[config.mk]
export PLATFORM = sky130hd
export DESIGN_NAME = input_conditioner
export DESIGN_NICKNAME = d
export VERILOG_FILES = /design/src/rtl/input_conditioner_pkg.sv /design/src/rtl/input_conditioner_debounce_cell.sv /design/src/rtl/input_conditioner.sv
export SDC_FILE = /design/constraint.sdc
export NUM_CORES = 1
export LEC_CHECK = 0
export ABC_AREA = 1
export CAP_MARGIN = 20
export CORE_MARGIN = 1
export CORE_UTILIZATION = 47
export CTS_CLUSTER_DIAMETER = 50
export CTS_CLUSTER_SIZE = 24
export DETAILED_ROUTE_END_ITERATION = 12
export HOLD_SLACK_MARGIN = 0.02
export PLACE_DENSITY_LB_ADDON = 0.3
export SYNTH_ARGS = -nofsm -noshare
export SYNTH_HDL_FRONTEND = slang
export SYNTH_SLANG_ARGS = --single-unit
[constraint.sdc]
create_clock -name clk -period 19.17 [get_ports clk]
set_clock_uncertainty 0.15 [all_clocks]
set_input_delay 3.834 -clock clk [delete_from_list [all_inputs] [get_ports clk]]
set_output_delay 3.834 -clock clk [all_outputs]
set_load 0.03 [all_outputs]
[src/rtl/input_conditioner_pkg.sv]
// Shared constants and helpers for the push-button / DIP-switch conditioning front end.
package input_conditioner_pkg;

    // Post clk_div system clock
    localparam int unsigned CLK_FREQ_HZ     = 25_000_000;

    // Default timing and channel counts
    localparam int unsigned DEBOUNCE_MS_DEF = 20;
    localparam int unsigned HOLD_MS_DEF     = 1000;
    localparam int unsigned N_BTN_DEF       = 4;
    localparam int unsigned N_SW_DEF        = 8;

    // Operator button positions within btn_raw / btn_level / btn_pulse / btn_hold
    typedef enum int unsigned {
        BTN_CONFIRM = 0,
        BTN_BACK    = 1,
        BTN_NEXT    = 2,
        BTN_PREV    = 3
    } btn_idx_e;

    // Milliseconds to clock cycles; divide first so large frequencies stay in 32 bits
    function automatic int unsigned ms_to_cycles(input int unsigned freq_hz,
                                                 input int unsigned ms);
        return (freq_hz / 1000) * ms;
    endfunction

endpackage

[src/rtl/input_conditioner_debounce_cell.sv]
// One conditioning channel: 2-flop synchroniser followed by a stable-time debouncer.
module input_conditioner_debounce_cell #(
    parameter int unsigned DB_CYC = 4
) (
    input  logic clk,
    input  logic rst,
    input  logic raw,
    output logic level
);

    localparam int unsigned CW = (DB_CYC > 1) ? $clog2(DB_CYC) : 1;

    logic          meta;
    logic          sync;
    logic          stable;
    logic [CW-1:0] cnt;

    // Bring the raw pin into clk; sync is the second flop
    always_ff @(posedge clk or posedge rst) begin
        if (rst) begin
            meta <= 1'b0;
            sync <= 1'b0;
        end else begin
            meta <= raw;
            sync <= meta;
        end
    end

    // Accept a new level only after DB_CYC consecutive samples that disagree with it
    always_ff @(posedge clk or posedge rst) begin
        if (rst) begin
            cnt    <= '0;
            stable <= 1'b0;
        end else if (sync == stable) begin
            cnt <= '0;
        end else if (cnt == CW'(DB_CYC - 1)) begin
            stable <= sync;
            cnt    <= '0;
        end else begin
            cnt <= cnt + CW'(1);
        end
    end

    assign level = stable;

endmodule

[src/rtl/input_conditioner.sv]
// Synchronise and debounce operator buttons and DIP switches; derive press, hold and change pulses.
module input_conditioner
    import input_conditioner_pkg::*;
#(
    parameter int unsigned CLK_FREQ    = CLK_FREQ_HZ,
    parameter int unsigned DEBOUNCE_MS = DEBOUNCE_MS_DEF,
    parameter int unsigned HOLD_MS     = HOLD_MS_DEF,
    parameter int unsigned N_BTN       = N_BTN_DEF,
    parameter int unsigned N_SW        = N_SW_DEF
) (
    input  logic             clk,
    input  logic             rst,
    input  logic [N_BTN-1:0] btn_raw,
    input  logic [N_SW-1:0]  sw_raw,
    output logic [N_BTN-1:0] btn_level,
    output logic [N_BTN-1:0] btn_pulse,
    output logic [N_BTN-1:0] btn_hold,
    output logic [N_SW-1:0]  sw_level,
    output logic             sw_changed
);

    localparam int unsigned DB_CYC   = ms_to_cycles(CLK_FREQ, DEBOUNCE_MS);
    localparam int unsigned HOLD_CYC = ms_to_cycles(CLK_FREQ, HOLD_MS);
    localparam int unsigned HW       = $clog2(HOLD_CYC + 1);
    localparam int unsigned N_CH     = N_BTN + N_SW;

    // Timing too short to debounce or detect a hold is a configuration error
    if (DB_CYC < 2) begin : g_bad_db
        $error("input_conditioner: DB_CYC must be >= 2");
    end
    if (HOLD_CYC < 2) begin : g_bad_hold
        $error("input_conditioner: HOLD_CYC must be >= 2");
    end

    logic [N_CH-1:0] raw_all;
    logic [N_CH-1:0] level_all;

    assign raw_all = {sw_raw, btn_raw};

    // Buttons occupy the low channels, switches the high ones; every channel is independent
    for (genvar ch = 0; ch < N_CH; ch++) begin : g_ch
        input_conditioner_debounce_cell #(
            .DB_CYC (DB_CYC)
        ) u_cell (
            .clk   (clk),
            .rst   (rst),
            .raw   (raw_all[ch]),
            .level (level_all[ch])
        );
    end

    // Debounced levels come straight from the stable registers inside the cells
    assign btn_level = level_all[N_BTN-1:0];
    assign sw_level  = level_all[N_CH-1:N_BTN];

    logic [N_BTN-1:0] btn_prev;
    logic [N_SW-1:0]  sw_prev;
    logic [HW-1:0]    hold_cnt [N_BTN];

    // Press pulse: one cycle after the debounced level rises, nothing on release
    always_ff @(posedge clk or posedge rst) begin
        if (rst) begin
            btn_prev  <= '0;
            btn_pulse <= '0;
        end else begin
            btn_prev  <= btn_level;
            btn_pulse <= btn_level & ~btn_prev;
        end
    end

    // Hold timer per button: counts while pressed, saturates so each press fires once
    always_ff @(posedge clk or posedge rst) begin
        if (rst) begin
            for (int i = 0; i < int'(N_BTN); i++) begin
                hold_cnt[i] <= '0;
            end
            btn_hold <= '0;
        end else begin
            for (int i = 0; i < int'(N_BTN); i++) begin
                if (!btn_level[i]) begin
                    hold_cnt[i] <= '0;
                end else if (hold_cnt[i] != HW'(HOLD_CYC)) begin
                    hold_cnt[i] <= hold_cnt[i] + HW'(1);
                end
                btn_hold[i] <= btn_level[i] && (hold_cnt[i] == HW'(HOLD_CYC - 1));
            end
        end
    end

    // Switch change: any bits accepted on the same edge merge into one pulse
    always_ff @(posedge clk or posedge rst) begin
        if (rst) begin
            sw_prev    <= '0;
            sw_changed <= 1'b0;
        end else begin
            sw_prev    <= sw_level;
            sw_changed <= |(sw_level ^ sw_prev);
        end
    end

endmodule
==> results of run 1 <==
path summary, 6_finish.rpt:
kind	startpoint	endpoint	slack (ns)	depth (start not counted)
setup / recovery	g_ch[0].u_cell.level$_DFFE_PP0P_	btn_level[0]	12.83	1
hold / removal	g_ch[1].u_cell.meta$_DFF_PP0_	g_ch[1].u_cell.sync$_DFF_PP0_	0.20	0
setup reg to reg	g_ch[1].u_cell.level$_DFFE_PP0P_	g_ch[1].u_cell.cnt[8]$_DFF_PP0_	16.88	4
hold reg to reg	g_ch[1].u_cell.meta$_DFF_PP0_	g_ch[1].u_cell.sync$_DFF_PP0_	0.20	0
max in group asynchronous	rst	g_ch[9].u_cell.cnt[13]$_DFF_PP0_	13.76	4
min in group asynchronous	rst	hold_cnt[6]$_DFFE_PP0P_	3.45	2
sequential cells by signal, summed over array words and instances, names as in the netlist:
signal	flops
btn_hold	4
btn_prev	4
btn_pulse	4
g_ch.u_cell.cnt	228
g_ch.u_cell.level	12
g_ch.u_cell.meta	12
g_ch.u_cell.sync	12
hold_cnt	100
sw_changed	1
sw_prev	8
cell families (layout without fill, tap and decap cells):
| logic type | Yosys count | after routing | share of synthesized area (%) |
|---|---|---|---|
| xor gates and xnor gates | 118 | 118 | 4.92 |
| AOI/OAI and AO/OA | 145 | 145 | 3.70 |
| buffers and inverters | 354 | 444 | 6.53 |
| adders and majority gates | 20 | 20 | 1.18 |
| DFF | 385 | 385 | 45.6 |
| and+or+nand+nor | 1851 | 1851 | 38.1 |
per-stage QoR:
step / util, % / power (mW)
after floorplan: - / 0.873
after global placement: 49.9 / 0.887
after detailed placement: 49.9 / 0.888
after CTS: 53.6 / 1.82
after global routing: 53.6 / 1.86
final: 53.6 / 1.79
worst reg2reg max path: stages, from the launching register on:
cell and delay, ns:
dfrtp_1 0.67, xnor2_1 0.97, inv_1 0.13, nand2_2 0.19, nor2_1 0.07
final cells by class:
type                            count  area (um2)
Timing Repair Buffer               37         395
Sequential cell                   385        9630
Clock buffer                       50        1190
Tap cell                          592         741
Fill cell                        4193       20500
Clock inverter                     32         455
Inverter                          325        1230
Multi-Input combinational cell   2134       10100
per-layer routing:
| metal | global-route usage, % | vias up |
|---|---|---|
| li1 | - | 9123 |
| met1 | 25.8 | 8255 |
| met2 | 32.6 | 262 |
| met3 | 3.49 | 80 |
| met4 | 5.69 | 2 |
| met5 | 0 | - |
power groups by stage:
stage	registers [mW]	logic [mW]	clock network [mW]
finish	0.827	0.0438	0.924
detailed placement	0.843	0.0452	0
global route	0.828	0.0520	0.982
floorplan	0.842	0.0312	0
CTS	0.827	0.0453	0.952
global placement	0.843	0.0443	0
synth_stat cells:
cell	number	area, um2
or2_2	2	12.5
o21a_1	2	15.0
buf_2	3	15.0
clkbuf_1	13	48.8
nor2_1	711	2670
inv_2	11	41.3
xor2_1	101	885
inv_1	313	1170
nand2_2	20	125
nor3_2	2	20.0
nor3_1	68	340
o211ai_1	2	15.0
nand3_1	222	1110
clkinv_1	1	3.75
nand3b_1	3	22.5
a31oi_1	6	37.5
nor2_4	26	293
a21oi_1	80	400
o21bai_1	1	7.51
nand4_1	41	257
nand4_2	1	12.5
nor3_4	4	65.1
nor3b_1	17	128
and2_1	7	43.8
nand2_4	1	11.3
a211oi_1	10	75.1
buf_4	13	97.6
ha_1	20	250
dfrtp_1	385	9630
nor4_1	2	12.5
xnor2_2	1	16.3
and2_0	4	25.0
o21ai_2	2	17.5
xnor2_1	16	140
nand2_1	663	2490
o21ai_0	41	205
a21oi_2	1	8.76
nand3_2	17	170
nor2_2	40	250
==> impl_metrics.csv, run 1 <==
group,metric,value,unit
cells_and_area,final_common_cell,"nor2_1",
clock_network,cts_hold_buf,0,
setup_path,worst-endpoint-arrival,2.35,ns
clock_network,clkTransAtPathRegs,0.07,ns
synth,ys_seq_elements,385,
run_status,run_status,"finished clean",
setup_path,critPathRequiredTime,15.19,ns
cells_and_area,drive_gt1_share,7.15,%
sta,fmax,0.158,GHz
cells_and_area,mostFrequentLayoutCells,"nor2_1 (711), nand2_1 (663), dfrtp_1 (385)",
die,die_h,214,um
cells_and_area,fin_cells,3555,
clock_network,htreeDepth,2,
die,die_w,214,um
sta,rsz0062_at_grt,"false",
pwr,power.leakage,10.1,nW
die,die-area,45800,um2
drt,drt_iter0_drc,1145,
pwr,p_int,1.35,mW
grt,grt_max_degree,180,
sta,finalWorstSetupSlack,12.83,ns
grt,grt_usage,19.5,%
placement,placed_area,22100,um2
sta,setup_viol,0,
clock_network,cts_buffers,44,
setup_path,endpoint_kind,"primary output",
clock_network,cts_root_buf,"clkbuf_16",
cells_and_area,fin_area,23800,um2
sta,fin_crit_sh,33.1,%
worst_hold_path,hold_path_class,"register to register",
pwr,p_per_area,75.5,nW/um2
placement,portBuffers,34,
placement,place_inst,3472,
clock_network,clk_latency,0.58,ns
drt,ant_nets,0,
setup_path,crit_fanout,28,
sta,slew_headroom,30.1,%
sta,timing.hold.ws,0.199,ns
clock_network,cts_tree,"built",
clock_network,ctsResizeCount,0,
drt,post-route-drc-count,0,
synth,ys_types,39,
die,coreArea,44300,um2
cells_and_area,n_antenna_cell,0,
cells_and_area,nNetsFinal,2961,
synth,netlist_instances,2873,
synth,yosysWarnings,0,
drt,wl_met1,20700,um
setup_path,worst_path_max_delay_cell,"dfrtp_1",
job,cap_violations,0,
placement,hpwl,31000,um
pwr,peakVddDrop,71.8,uV
drt,via_count,17700,
die,rows,77,
drt,wl_met2,20300,um
synth,avgSynthCellArea,7.36,um2
drt,wl,43800,um
die,start_util,47.7,%
sta,drv_slew,0,
die,io_pins,35,
drt,top_layer,"met5",
grt,overflow,0,
sta,hold_violations,0,
clock_network,post_cts_buffers,0,
synth,netlist_area,21100,um2
clock_network,clock_sinks,385,
setup_path,cp_num_buf_inv,1,
setup_path,cp_top_family,"flip-flops",
drt,routed_via_density,4.99,
drt,dr_wl_met3,1750,um
setup_path,critPathKind,"register to primary output",
pwr,switching_share,24.8,%
setup_path,crit_chain,"clkdlybuf4s50_1",
cells_and_area,area_growth,12.4,%
drt,firstDrtPassIters,6,
grt,first_global_vias,17100,
setup_path,cpPeakStageDelay,0.96,ns
pwr,p_comb_share,2.4,%
grt,antenna_found_initial,1,
sta,setup_total_negative_slack,0,ns
synth,syn_nets,2907,
sta,tightest_slew,1.04,ns
pwr,power_frac_seq,46.1,%
pwr,power.net_switching,445,uW
clock_network,clockBufferDepth,3,
placement,place_worst_setup_slack,12.95,ns
synth,seq_area_frac_synth,45.6,%
sta,period_minus_slack,6.34,ns
pwr,p_clk_share,51.5,%
grt,grt_pass1_wl,76800,um
placement,place_congestion,0.918,
drt,wl_per_cell,12.3,um
setup_path,cp-start-kind,"register",
(Power assumes the default switching activity.)
==> run 2: changes to the inputs <==
==> constraint.sdc (replaced) <==
create_clock -name clk -period 5.9 [get_ports clk]
set_clock_uncertainty 0.15 [all_clocks]
set_input_delay 1.18 -clock clk [delete_from_list [all_inputs] [get_ports clk]]
set_output_delay 1.18 -clock clk [all_outputs]
set_load 0.03 [all_outputs]
==> run 2 against run 1 <==
  * Via count grew 0.52%
  * Final cell count is essentially flat
  * Total power grew to 3.2 times the previous value
  * Worst hold slack lost 0.0021 ns
  * Non-clock buffer count is the same
  * Largest cell class unchanged
  * Highest routed layer is now met4
==> impl_metrics.csv, run 2 (same netlist as run 1, synthesis figures left out) <==
group,metric,value,unit
run_status,run_status,"finished clean",
drt,wl_per_cell,12.3,um
clock_network,post_cts_buffers,0,
sta,tightest_slew,1.02,ns
clock_network,clk_latency,0.59,ns
grt,overflow,0,
grt,antenna_found_initial,2,
clock_network,cts_buffers,45,
drt,drt_iter0_drc,1518,
clock_network,cts_hold_buf,0,
drt,firstDrtPassIters,5,
grt,grt_max_degree,175,
grt,grt_pass1_wl,77900,um
clock_network,clkTransAtPathRegs,0.06,ns
die,io_pins,35,
cells_and_area,final_common_cell,"nor2_1",
sta,slew_headroom,31.3,%
setup_path,crit_chain,"clkdlybuf4s50_1",
setup_path,cp_num_buf_inv,1,
sta,drv_slew,0,
cells_and_area,mostFrequentLayoutCells,"nor2_1 (711), nand2_1 (663), dfrtp_1 (385)",
cells_and_area,area.sequential,9630,um2
drt,ant_nets,0,
pwr,p_comb_share,2.4,%
drt,routed_via_density,5.01,
setup_path,endpoint_kind,"primary output",
die,start_util,47.7,%
setup_path,cp-start-kind,"register",
setup_path,cpPeakStageDelay,0.96,ns
sta,fmax,0.270,GHz
drt,post-route-drc-count,0,
cells_and_area,largest_reg_flops,228,
cells_and_area,final_core_utilization,53.5,%
clock_network,ctsResizeCount,0,
placement,place_congestion,0.891,
sta,hold_violations,0,
pwr,peakVddDrop,181,uV
setup_path,critPathRequiredTime,4.57,ns
cells_and_area,fillers,4225,
cells_and_area,drive_gt1_share,7.22,%
sta,rsz0062_at_grt,"false",
drt,via_count,17800,
grt,first_global_vias,17100,
die,die-area,45800,um2
sta,fin_crit_sh,62.8,%
pwr,p_clk_share,51.0,%
setup_path,worst_path_max_delay_cell,"dfrtp_1",
cells_and_area,nNetsFinal,2962,
grt,grt_use_met2,31.8,%
sta,timing.hold.ws,0.197,ns
grt,met1_usage,27.2,%
sta,period_minus_slack,3.70,ns
drt,wl,43800,um
placement,hpwl,30800,um
clock_network,cts_root_buf,"clkbuf_16",
die,rows,77,
cells_and_area,reg_top3,"g_ch.u_cell.cnt x228, hold_cnt x100",
cells_and_area,n_antenna_cell,0,
clock_network,clockBufferDepth,3,
pwr,power.leakage,10.1,nW
die,die_w,214,um
setup_path,crit_fanout,28,
placement,portBuffers,34,
pwr,p_int,4.41,mW
setup_path,cp_top_family,"flip-flops",
die,coreArea,44300,um2
pwr,switching_share,23.7,%
cells_and_area,multiInputGateArea,10100,um2
grt,grt_util_met3,3.32,%
pwr,power.net_switching,1.37,mW
cells_and_area,area_growth,12.2,%
worst_hold_path,hold_path_class,"register to register",
grt,grt_usage,19.7,%
job,cap_violations,0,
clock_network,cts_tree,"built",
sta,setup_viol,0,
cells_and_area,regMostFlops,"g_ch.u_cell.cnt",
pwr,p_per_area,244,nW/um2
die,die_h,214,um
clock_network,clock_sinks,385,
clock_network,htreeDepth,2,
grt,busiest_layer,"met2",
setup_path,critPathKind,"register to primary output",
pwr,power_frac_seq,46.5,%
setup_path,worst-endpoint-arrival,2.37,ns
## run 2: cell count changes in the layout (fill, tap and decap cells not counted), moves of 2 or more
cell        delta
clkbuf_8       +3
clkinv_2       +2
clkinv_8       -5
clkinvlp_4     +7
inv_12         -2
inv_8          -4
## run 2: power by group through the flow
stage                     combinational [mW]  clock (mW)  sequential [mW]
after floorplan                        0.102           0             2.74
after global placement                 0.144           0             2.74
final                                  0.141        2.95             2.69
after global routing                   0.168        3.15             2.69
after CTS                              0.148        3.05             2.69
after detailed placement               0.148           0             2.74
## run 2: path summary, 6_finish.rpt
check	start	end	slack [ns]	cells after the start
min in group asynchronous	rst	g_ch[2].u_cell.cnt[6]$_DFF_PP0_	0.74	2
worst max register to register	hold_cnt[43]$_DFFE_PP0P_	btn_hold[2]$_DFF_PP0_	3.68	3
worst max-delay path	g_ch[0].u_cell.level$_DFFE_PP0P_	btn_level[0]	2.20	1
worst min register to register	g_ch[9].u_cell.meta$_DFF_PP0_	g_ch[9].u_cell.sync$_DFF_PP0_	0.20	0
max in group asynchronous	rst	g_ch[5].u_cell.cnt[13]$_DFF_PP0_	3.64	3
worst min-delay path	g_ch[9].u_cell.meta$_DFF_PP0_	g_ch[9].u_cell.sync$_DFF_PP0_	0.20	0
## run 2: final cells by class
cell class,instances,share of cell area (%)
Timing Repair Buffer,37,1.63
Sequential cell,385,40.6
Clock buffer,54,5.28
Tap cell,592,3.12
Inverter,325,5.16
Multi-Input combinational cell,2134,42.7
Clock inverter,30,1.53
## run 2: metrics by stage
| step | instances | setup WS, ns | setup TNS (ns) | power (mW) | cell area, um2 |
|---|---|---|---|---|---|
| after floorplan | 2873 | -0.606 | -233.29 | 2.84 | 21100 |
| after detailed placement | 3473 | 2.81 | 0 | 2.89 | 22100 |
| final | 3557 | 2.20 | 0 | 5.78 | 23700 |
| after global routing | 3557 | 2.08 | 0 | 6.01 | 23700 |
| after global placement | 3473 | 2.82 | 0 | 2.88 | 22100 |
| after CTS | 3557 | 2.17 | 0 | 5.89 | 23700 |
## run 2: metal layers
| metal | up-vias | part of all wire [%] |
|---|---|---|
| met3 | 61 | 4.6 |
| met1 | 8295 | 48 |
| li1 | 9115 | - |
| met4 | 0 | 1.9 |
| met2 | 344 | 45 |
| met5 | - | 0 |
==> run 3: changes to the inputs <==
==> constraint.sdc (replaced) <==
create_clock -name clk -period 3.16 [get_ports clk]
set_clock_uncertainty 0.15 [all_clocks]
set_input_delay 0.632 -clock clk [delete_from_list [all_inputs] [get_ports clk]]
set_output_delay 0.632 -clock clk [all_outputs]
set_load 0.03 [all_outputs]
==> run 3 against run 2 <==
  * Register-to-register slack worse by 2.4 ns
  * Cell area increased by 0.51%
  * Clock power grew 87%
==> impl_metrics.csv, run 3 (same netlist as run 1, synthesis figures left out) <==
group,metric,value,unit
clock_network,cts_tree,"built",
setup_path,reg2reg_depth,8,
setup_path,critPathKind,"register to primary output",
pwr,peakVddDrop,331,uV
placement,placed_area,22200,um2
drt,post-route-drc-count,0,
clock_network,clk_latency,0.58,ns
clock_network,htreeDepth,2,
grt,antenna_found_initial,0,
setup_path,worst-endpoint-arrival,1.75,ns
setup_path,rr_startpoint,"g_ch[5].u_cell.cnt[0]$_DFF_PP0_",
die,rows,77,
drt,via_count,17800,
cells_and_area,nNetsFinal,2974,
die,die-area,45800,um2
clock_network,cts_root_buf,"clkbuf_16",
sta,slew_headroom,40.3,%
cells_and_area,largest_reg_flops,228,
clock_network,post_cts_buffers,0,
worst_hold_path,min_from,"g_ch[10].u_cell.meta$_DFF_PP0_",
setup_path,cpPeakStageDelay,0.74,ns
drt,ant_nets,0,
sta,fin_crit_sh,80.2,%
sta,setup_viol,0,
sta,rsz0062_at_grt,"false",
drt,wl_per_cell,12.3,um
setup_path,timing.rr.end,"g_ch[5].u_cell.cnt[3]$_DFF_PP0_",
grt,overflow,0,
clock_network,clock_sinks,385,
cells_and_area,mostFrequentLayoutCells,"nor2_1 (711), nand2_1 (663), dfrtp_1 (385)",
placement,hpwl,31600,um
pwr,power.leakage,10.2,nW
die,io_pins,35,
worst_hold_path,hold_path_class,"register to register",
pwr,power,10.8,mW
setup_path,r2r_setup_slack,1.30,ns
placement,portBuffers,34,
cells_and_area,final_common_cell,"nor2_1",
setup_path,worst_path_max_delay_cell,"clkdlybuf4s50_1",
cells_and_area,regMostFlops,"g_ch.u_cell.cnt",
run_status,run_status,"finished clean",
drt,wl,44000,um
cells_and_area,area_growth,12.8,%
sta,tightest_slew,0.889,ns
cells_and_area,fin_area,23900,um2
setup_path,cp_num_buf_inv,1,
setup_path,crit_chain,"clkdlybuf4s50_1",
worst_hold_path,whs_endpoint,"g_ch[10].u_cell.sync$_DFF_PP0_",
worst_hold_path,whs_path_depth,0,
cells_and_area,n_antenna_cell,0,
grt,grt_max_degree,89,
placement,place_congestion,0.902,
clock_network,cts_buffers,47,
sta,hold_violations,0,
drt,routed_via_density,4.97,
die,coreArea,44300,um2
job,cap_violations,0,
die,die_h,214,um
grt,grt_pass1_wl,77500,um
sta,finalWorstSetupSlack,0.627,ns
clock_network,clockBufferDepth,3,
setup_path,cp-start-kind,"register",
setup_path,critPathRequiredTime,2.38,ns
drt,firstDrtPassIters,5,
die,die_w,214,um
clock_network,clkTransAtPathRegs,0.07,ns
drt,drt_iter0_drc,1071,
cells_and_area,fillers,4085,
pwr,p_per_area,454,nW/um2
placement,place_worst_setup_slack,1.02,ns
grt,first_global_vias,17300,
setup_path,endpoint_kind,"primary output",
clock_network,ctsResizeCount,0,
sta,period_minus_slack,2.53,ns
setup_path,crit_fanout,5,
sta,drv_slew,0,
setup_path,cp_top_family,"buffers and inverters",
clock_network,cts_hold_buf,0,
sta,fmax,0.395,GHz
cells_and_area,drive_gt1_share,7.56,%
grt,grt_usage,19.6,%
die,start_util,47.7,%
cells_and_area,reg_top3,"g_ch.u_cell.cnt x228, hold_cnt x100",
run 3: layout make-up:
class,instances,area (um2),share of cell area (%)
inverters,325,1220,5.13
flip-flops and latches,385,9630,40.4
repair buffers,47,475,1.99
clock buffers,53,1240,5.20
multi-input cells,2134,10100,42.5
well taps,592,741,3.11
clock inverters,34,407,1.70
run 3: power breakdown:
part / internal, mW / switching, mW
clock network: 3.14 / 2.39
registers: 4.98 / 0.0420
logic: 0.0742 / 0.198
total: 8.19 / 2.63
run 3: stage by stage:
stage | instances | hold WS [ns] | util [%] | TNS, ns
2_1_floorplan | 2873 | 0.181 | - | -1077.21
3_3_place_gp | 3483 | 0.182 | 50.1 | 0
3_5_place_dp | 3483 | 0.186 | 50.1 | 0
4_1_cts | 3570 | 0.192 | 53.8 | 0
5_1_grt | 3570 | 0.200 | 53.8 | 0
6_report | 3570 | 0.189 | 53.8 | 0
run 3: worst register-to-register path, stage by stage (launching register included):
cell	delay (ns)
dfrtp_1	0.40
ha_1	0.26
nand2_1	0.10
nor2_1	0.07
nand3_1	0.11
nor2_1	0.06
nor2_1	0.35
inv_1	0.17
nor2_1	0.12
run 3: worst max path at each step:
stage                                            from                     end  slack (ns)  cells after the start
finish              g_ch[11].u_cell.level$_DFFE_PP0P_             sw_level[7]        0.63                      1
global route         g_ch[7].u_cell.level$_DFFE_PP0P_             sw_level[3]        0.56                      1
CTS                  g_ch[7].u_cell.level$_DFFE_PP0P_             sw_level[3]        0.59                      1
detailed placement                                rst  btn_pulse[1]$_DFF_PP0_        1.02                      3
global placement                                  rst   btn_hold[1]$_DFF_PP0_        1.01                      3
floorplan                                         rst   btn_hold[0]$_DFF_PP0_       -2.80                      1
run 3: per-layer routing:
metal / GRT usage [%] / up-vias / part of all wire (%)
li1: - / 9144 / -
met1: 26.1 / 8275 / 47
met2: 32.9 / 272 / 47
met3: 2.82 / 62 / 3.6
met4: 6.00 / 0 / 2.0
met5: 0 / - / 0
